--- src/rtl/cpu_clk_ctrl.sv ---
// cpu_clk_ctrl: clock-enable sequencer for the single-cycle MIPS core.
// Issues one-cycle cpu_ce pulses in RUN every DIVISOR clocks, single steps from
// a debounced push button in HALT, and freezes in STOPPED on a core halt request.
// Drives a 50% LED square wave on clk_out while running.
// Optional feature macro: CPU_CLK_CTRL_CYCLE_COUNT_EN builds the cpu_ce pulse
// counter behind cycle_count; without it cycle_count is constant zero.
//
// state   | meaning
// --------+-----------------------------------------------------------
// HALT    | idle; a step-button press yields exactly one cpu_ce pulse
// RUN     | free-running; cpu_ce every DIVISOR cycles, clk_out toggling
// STOPPED | halted by the core; ignores steps until run_sw is cleared

module cpu_clk_ctrl #(
  parameter logic [27:0] DIVISOR  = 28'd500_000,
  parameter logic [19:0] DEBOUNCE = 20'd500_000
) (
  input  logic        clk_in,
  input  logic        rst_n,
  input  logic        run_sw,
  input  logic        step_btn,
  input  logic        halt_req,
  output logic        cpu_ce,
  output logic        clk_out,
  output logic [1:0]  state,
  output logic [31:0] cycle_count
);

  typedef enum logic [1:0] {
    HALT    = 2'b00,
    RUN     = 2'b01,
    STOPPED = 2'b10
  } state_t;

  localparam logic [27:0] DIV_LAST = DIVISOR - 28'd1;
  localparam logic [27:0] DIV_HALF = DIVISOR >> 1;
  localparam logic [19:0] DB_LAST  = DEBOUNCE - 20'd1;

  logic        run_s1, run_s2;
  logic        btn_s1, btn_s2;
  logic        btn_db, btn_db_d;
  logic [19:0] db_cnt;
  logic [27:0] div_cnt;
  logic [27:0] div_nxt;
  state_t      st;
  logic        step_evt;
  logic        term_cnt;
  logic        ce_set;

  // Two-flop synchronizers for the asynchronous switch and button
  always_ff @(posedge clk_in or negedge rst_n) begin
    if (!rst_n) begin
      run_s1 <= 1'b0;
      run_s2 <= 1'b0;
      btn_s1 <= 1'b0;
      btn_s2 <= 1'b0;
    end else begin
      run_s1 <= run_sw;
      run_s2 <= run_s1;
      btn_s1 <= step_btn;
      btn_s2 <= btn_s1;
    end
  end

  // Debounce: accept the new button level only after DEBOUNCE disagreeing samples
  always_ff @(posedge clk_in or negedge rst_n) begin
    if (!rst_n) begin
      btn_db   <= 1'b0;
      btn_db_d <= 1'b0;
      db_cnt   <= '0;
    end else begin
      btn_db_d <= btn_db;
      if (btn_s2 == btn_db) begin
        db_cnt <= '0;
      end else if (db_cnt == DB_LAST) begin
        btn_db <= btn_s2;
        db_cnt <= '0;
      end else begin
        db_cnt <= db_cnt + 20'd1;
      end
    end
  end

  assign step_evt = btn_db & ~btn_db_d;
  assign term_cnt = (div_cnt == DIV_LAST);
  assign div_nxt  = term_cnt ? 28'd0 : div_cnt + 28'd1;

  // A pulse is due on a HALT step, or on terminal count while RUN stays selected;
  // leaving RUN through run_sw suppresses it, a halt request does not.
  assign ce_set = ((st == HALT) & step_evt) | ((st == RUN) & run_s2 & term_cnt);

  // Sequencing FSM with registered cpu_ce, clk_out and divider
  always_ff @(posedge clk_in or negedge rst_n) begin
    if (!rst_n) begin
      st      <= HALT;
      div_cnt <= '0;
      cpu_ce  <= 1'b0;
      clk_out <= 1'b0;
    end else begin
      cpu_ce <= ce_set;
      case (st)
        HALT: begin
          if (run_s2) begin
            st      <= RUN;
            div_cnt <= '0;
            // div_cnt restarts at 0, which is always in the high half for DIVISOR >= 2
            clk_out <= 1'b1;
          end else begin
            clk_out <= 1'b0;
          end
        end
        RUN: begin
          if (!run_s2) begin
            st      <= HALT;
            div_cnt <= '0;
            clk_out <= 1'b0;
          end else if (halt_req) begin
            st      <= STOPPED;
            div_cnt <= '0;
            clk_out <= 1'b0;
          end else begin
            div_cnt <= div_nxt;
            clk_out <= (div_nxt < DIV_HALF);
          end
        end
        STOPPED: begin
          clk_out <= 1'b0;
          if (!run_s2) begin
            st <= HALT;
          end
        end
        default: begin
          st      <= HALT;
          div_cnt <= '0;
          clk_out <= 1'b0;
        end
      endcase
    end
  end

  assign state = st;

`ifdef CPU_CLK_CTRL_CYCLE_COUNT_EN
  logic [31:0] ce_cnt;

  // Count issued pulses; lands in the same cycle as the pulse it counts
  always_ff @(posedge clk_in or negedge rst_n) begin
    if (!rst_n) begin
      ce_cnt <= '0;
    end else if (ce_set) begin
      ce_cnt <= ce_cnt + 32'd1;
    end
  end

  assign cycle_count = ce_cnt;
`else
  assign cycle_count = 32'd0;
`endif

endmodule

--- config.mk ---
export PLATFORM = sky130hd
export DESIGN_NAME = cpu_clk_ctrl
export DESIGN_NICKNAME = d
export VERILOG_FILES = /design/src/rtl/cpu_clk_ctrl.sv
export SDC_FILE = /design/constraint.sdc
export NUM_CORES = 1
export LEC_CHECK = 0
export CORE_UTILIZATION = 53
export CTS_BUF_LIST = sky130_fd_sc_hd__clkbuf_4
export DETAILED_ROUTE_END_ITERATION = 16
export PLACE_DENSITY = 0.75
export SETUP_SLACK_MARGIN = 0.02
export SLEW_MARGIN = 30
export SYNTH_ARGS = -nofsm -noshare
export SYNTH_HDL_FRONTEND = slang
export SYNTH_SLANG_ARGS = --single-unit
--- constraint.sdc ---
create_clock -name clk_in -period 2.02 [get_ports clk_in]
set_input_delay 0.606 -clock clk_in [delete_from_list [all_inputs] [get_ports clk_in]]
set_output_delay 0.606 -clock clk_in [all_outputs]
set_load 0.02 [all_outputs]
==> summary.txt <==
Die
  – Core region area: 6386 sq um
  – FP Rows: 29
  – Die H: 83.48 um
  – Die width: 83.48 um
  – I/O Pins: 41
  – Initial core utilization: 55.09%
  – Die area: 6968 sq um

Critical path
  – Worst Setup SP: div_cnt[6]
  – Critical Path Fanout Max: 3
  – Critical path arrival: 2.45 ns
  – Reg2Reg Setup Slack: -0.10 ns
  – Cell breakdown of the critical path: nor4bb_2, nand4_1, nor4_4, buf_4, o22ai_2, a221oi_2, o2111ai_1, a32oi_1
  – CP max stage cell: dfrtp_1
  – WS Path Type: reg -> reg
  – Required @ worst endpoint: 2.35 ns
  – R2r endpoint: clk_out
  – Crit path launch type: flip-flop
  – Reg2reg start: div_cnt[6]
  – Reg2Reg Depth: 8
  – CP endpoint: clk_out
  – Worst stage delay on the critical path: 0.40 ns
  – CP endpoint kind: flip-flop

Power
  – VDD IR max: 0.3563 mV
  – Static Leakage: 1.912 nW
  – PD cells: 506.7 nW/um^2

Final layout
  – Core Util, Final: 67.75%
  – Largest register by flop count: div_cnt
  – Fin nets: 476
  – Layout cell share with drive strength beyond 1: 25.53%
  – Layout area overhead: 22.97%
  – Max reg flops: 28
  – Antenna Cells: 0

Detailed routing
  – Via count: 3140
  – Initial DRC count: 203
  – Antenna viol nets, final: 0
  – Vias/cell: 5.699
  – Wire length after detailed routing: 8511 um
  – Detailed Routing Iterations Pass 1: 5
  – DRC: 0
  – DR WL/cell: 15.45 um

Timing
  – Final worst setup slack: -0.1027 ns
  – Slew Limit Fails: 0
  – Max Freq: 471.1 MHz
  – Final Hold Fails: 0
  – Final period util: 105.1%
  – Clk_skew: 0.01309 ns
  – Post-layout min period: 2.123 ns
  – RSZ-0062 raised after global routing: true
  – Final setup fails: 4
  – Worst Hold Slack: 0.1692 ns

Synthesis
  – Warnings, synthesis: 0
  – Synth async-reset ratio: 100.0%
  – Synth area leader: dfrtp_1
  – Dominant cells by area after synthesis: dfrtp_1 41%, buf_4 7.0%, nor2_1 4.7%
  – Top cell type's share of synthesized area: 41.25%
  – Mapped Area: 3518 sq um
  – Mapped Cells: 401
  – Main synth FF type: dfrtp_1
  – Avg Inst Size Synth: 8.774 sq um
  – EDFF count, synth: 0
  – Most frequent cells after synthesis: 58 x dfrtp_1, 44 x nor2_1, 33 x buf_4, 33 x o21ai_0, 29 x nand2_1
  – Register area share after synthesis: 41.25%
  – Flops & latches, synth: 58
  – Most frequent cell after synthesis: dfrtp_1
  – Distinct cells, synth: 51

Clock network
  – Clock Path Buffers: 2
  – Reg clk slew, reported paths: 0.11 ns
  – Worst-Skew Late Latency: 0.41 ns
  – Number of CTS-inserted buffers: 9
  – CTS sink cnt: 58
  – Hold buffers post-CTS: 0
  – TritonCTS clock tree: done
  – H-Tree Depth: 3
  – Root Driver: clkbuf_4

Status
  – Failing checks: setup timing
  – Status: finished, violations left

Global routing
  – Largest net degree at the start of global routing: 59
  – First-pass GRT wire length: 13790 um
  – Total gr overflow: 0
  – Antenna violations before repair: 0
  – Vias in the first global route: 3000
  – Total global-route track usage: 24.73%

Worst hold path
  – HP Class: in -> async

Place
  – Port Buffers: 8
  – Routability cong.: 0.8672
  – Dpl hpwl: 5704 um

Job
  – Max_cap viols: 0
==> final cells by class <==
class                           instances  area [sq um]
Inverter                                9         33.78
Clock inverter                          7         45.04
Tap cell                               77         96.34
Sequential cell                        58          1451
Fill cell                             487          2059
Clock buffer                            9         67.56
Timing Repair Buffer                   77         645.6
Multi-Input combinational cell        314          1987
==> worst max-delay path: cells and delay by family (launching register included) <==
family                 cells  cell delay (ns)
AND/OR/NAND/NOR            3             0.80
AO/OA/AOI/OAI              4             0.68
flip-flops                 1             0.40
buffers and inverters      1             0.17
==> what timing repair did <==
action | CTS | global route
resized for setup | 19 | 34
gates cloned | 0 | 1
pin swaps | 2 | 4
endpoints found under the setup margin | 13 | 34
buffers inserted | 2 | 5
==> through the flow <==
stage          power, mW  setup TNS [ns]  cells  cell area (sq um)  worst slack [ns]
3_5_place_dp       1.472         -0.2605    527               3981          -0.08228
3_3_place_gp       1.466        -0.08971    527               3981          -0.06407
4_1_cts            2.182        -0.01005    545               4154          -0.01005
6_report           2.192         -0.1560    551               4327           -0.1027
2_1_floorplan      1.418         -0.1649    432               3660          -0.08326
5_1_grt            2.279          -1.470    551               4327           -0.2424
==> placed cells by master, fill, tap and decap left out, types with 5 or more instances in the layout <==
master / netlist / routed
xnor2_1: 18 / 18
nor2b_1: 7 / 5
o21ai_1: 1 / 9
o21ai_2: 0 / 5
nor3_1: 8 / 5
buf_4: 33 / 64
o31ai_1: 12 / 12
a21oi_1: 12 / 12
o21ai_0: 33 / 20
nand3_1: 25 / 23
nand2_1: 29 / 28
dfrtp_1: 58 / 58
nand4_1: 14 / 14
clkbuf_4: 0 / 9
nor2_1: 44 / 38
a31oi_1: 5 / 5
conb_1: 1 / 32
inv_1: 9 / 9
xor2_1: 9 / 9
==> cell families (layout without fill, tap and decap cells) <==
kind of cell / count (synthesis) / in the layout / share of synthesized area (%)
and+or+nand+nor: 167 / 167 / 24.82
AOI/OAI and AO/OA: 84 / 84 / 15.36
buffers and inverters: 60 / 102 / 10.42
DFF: 58 / 58 / 41.25
xor gates and xnor gates: 27 / 27 / 6.721
adders and majority gates: 2 / 2 / 0.7111
muxes: 2 / 2 / 0.6045
other: 1 / 32 / 0.1066
==> how the worst min path moves through the flow <==
| stage | to | start | cells past startpoint |
|---|---|---|---|
| CTS | db_cnt[11] | rst_n | 2 |
| detailed placement | btn_s2 | btn_s1 | 0 |
| global route | db_cnt[11] | rst_n | 2 |
| global placement | run_s2 | run_s1 | 0 |
| finish | db_cnt[11] | rst_n | 2 |
| floorplan | btn_db | rst_n | 0 |
==> where the power goes <==
part	switching [mW]	internal (mW)
clock	0.468	0.247
combinational	0.188	0.0880
sequential	0.0208	1.18
total	0.677	1.52
==> routing by layer <==
metal,GRT usage [%],vias up,routed length (um)
li1,-,1499,-
met1,31.57,1525,3764
met2,40.09,95,4159
met3,5.737,21,417
met4,11.25,0,169
met5,0,-,0
(Power assumes the default switching activity.)
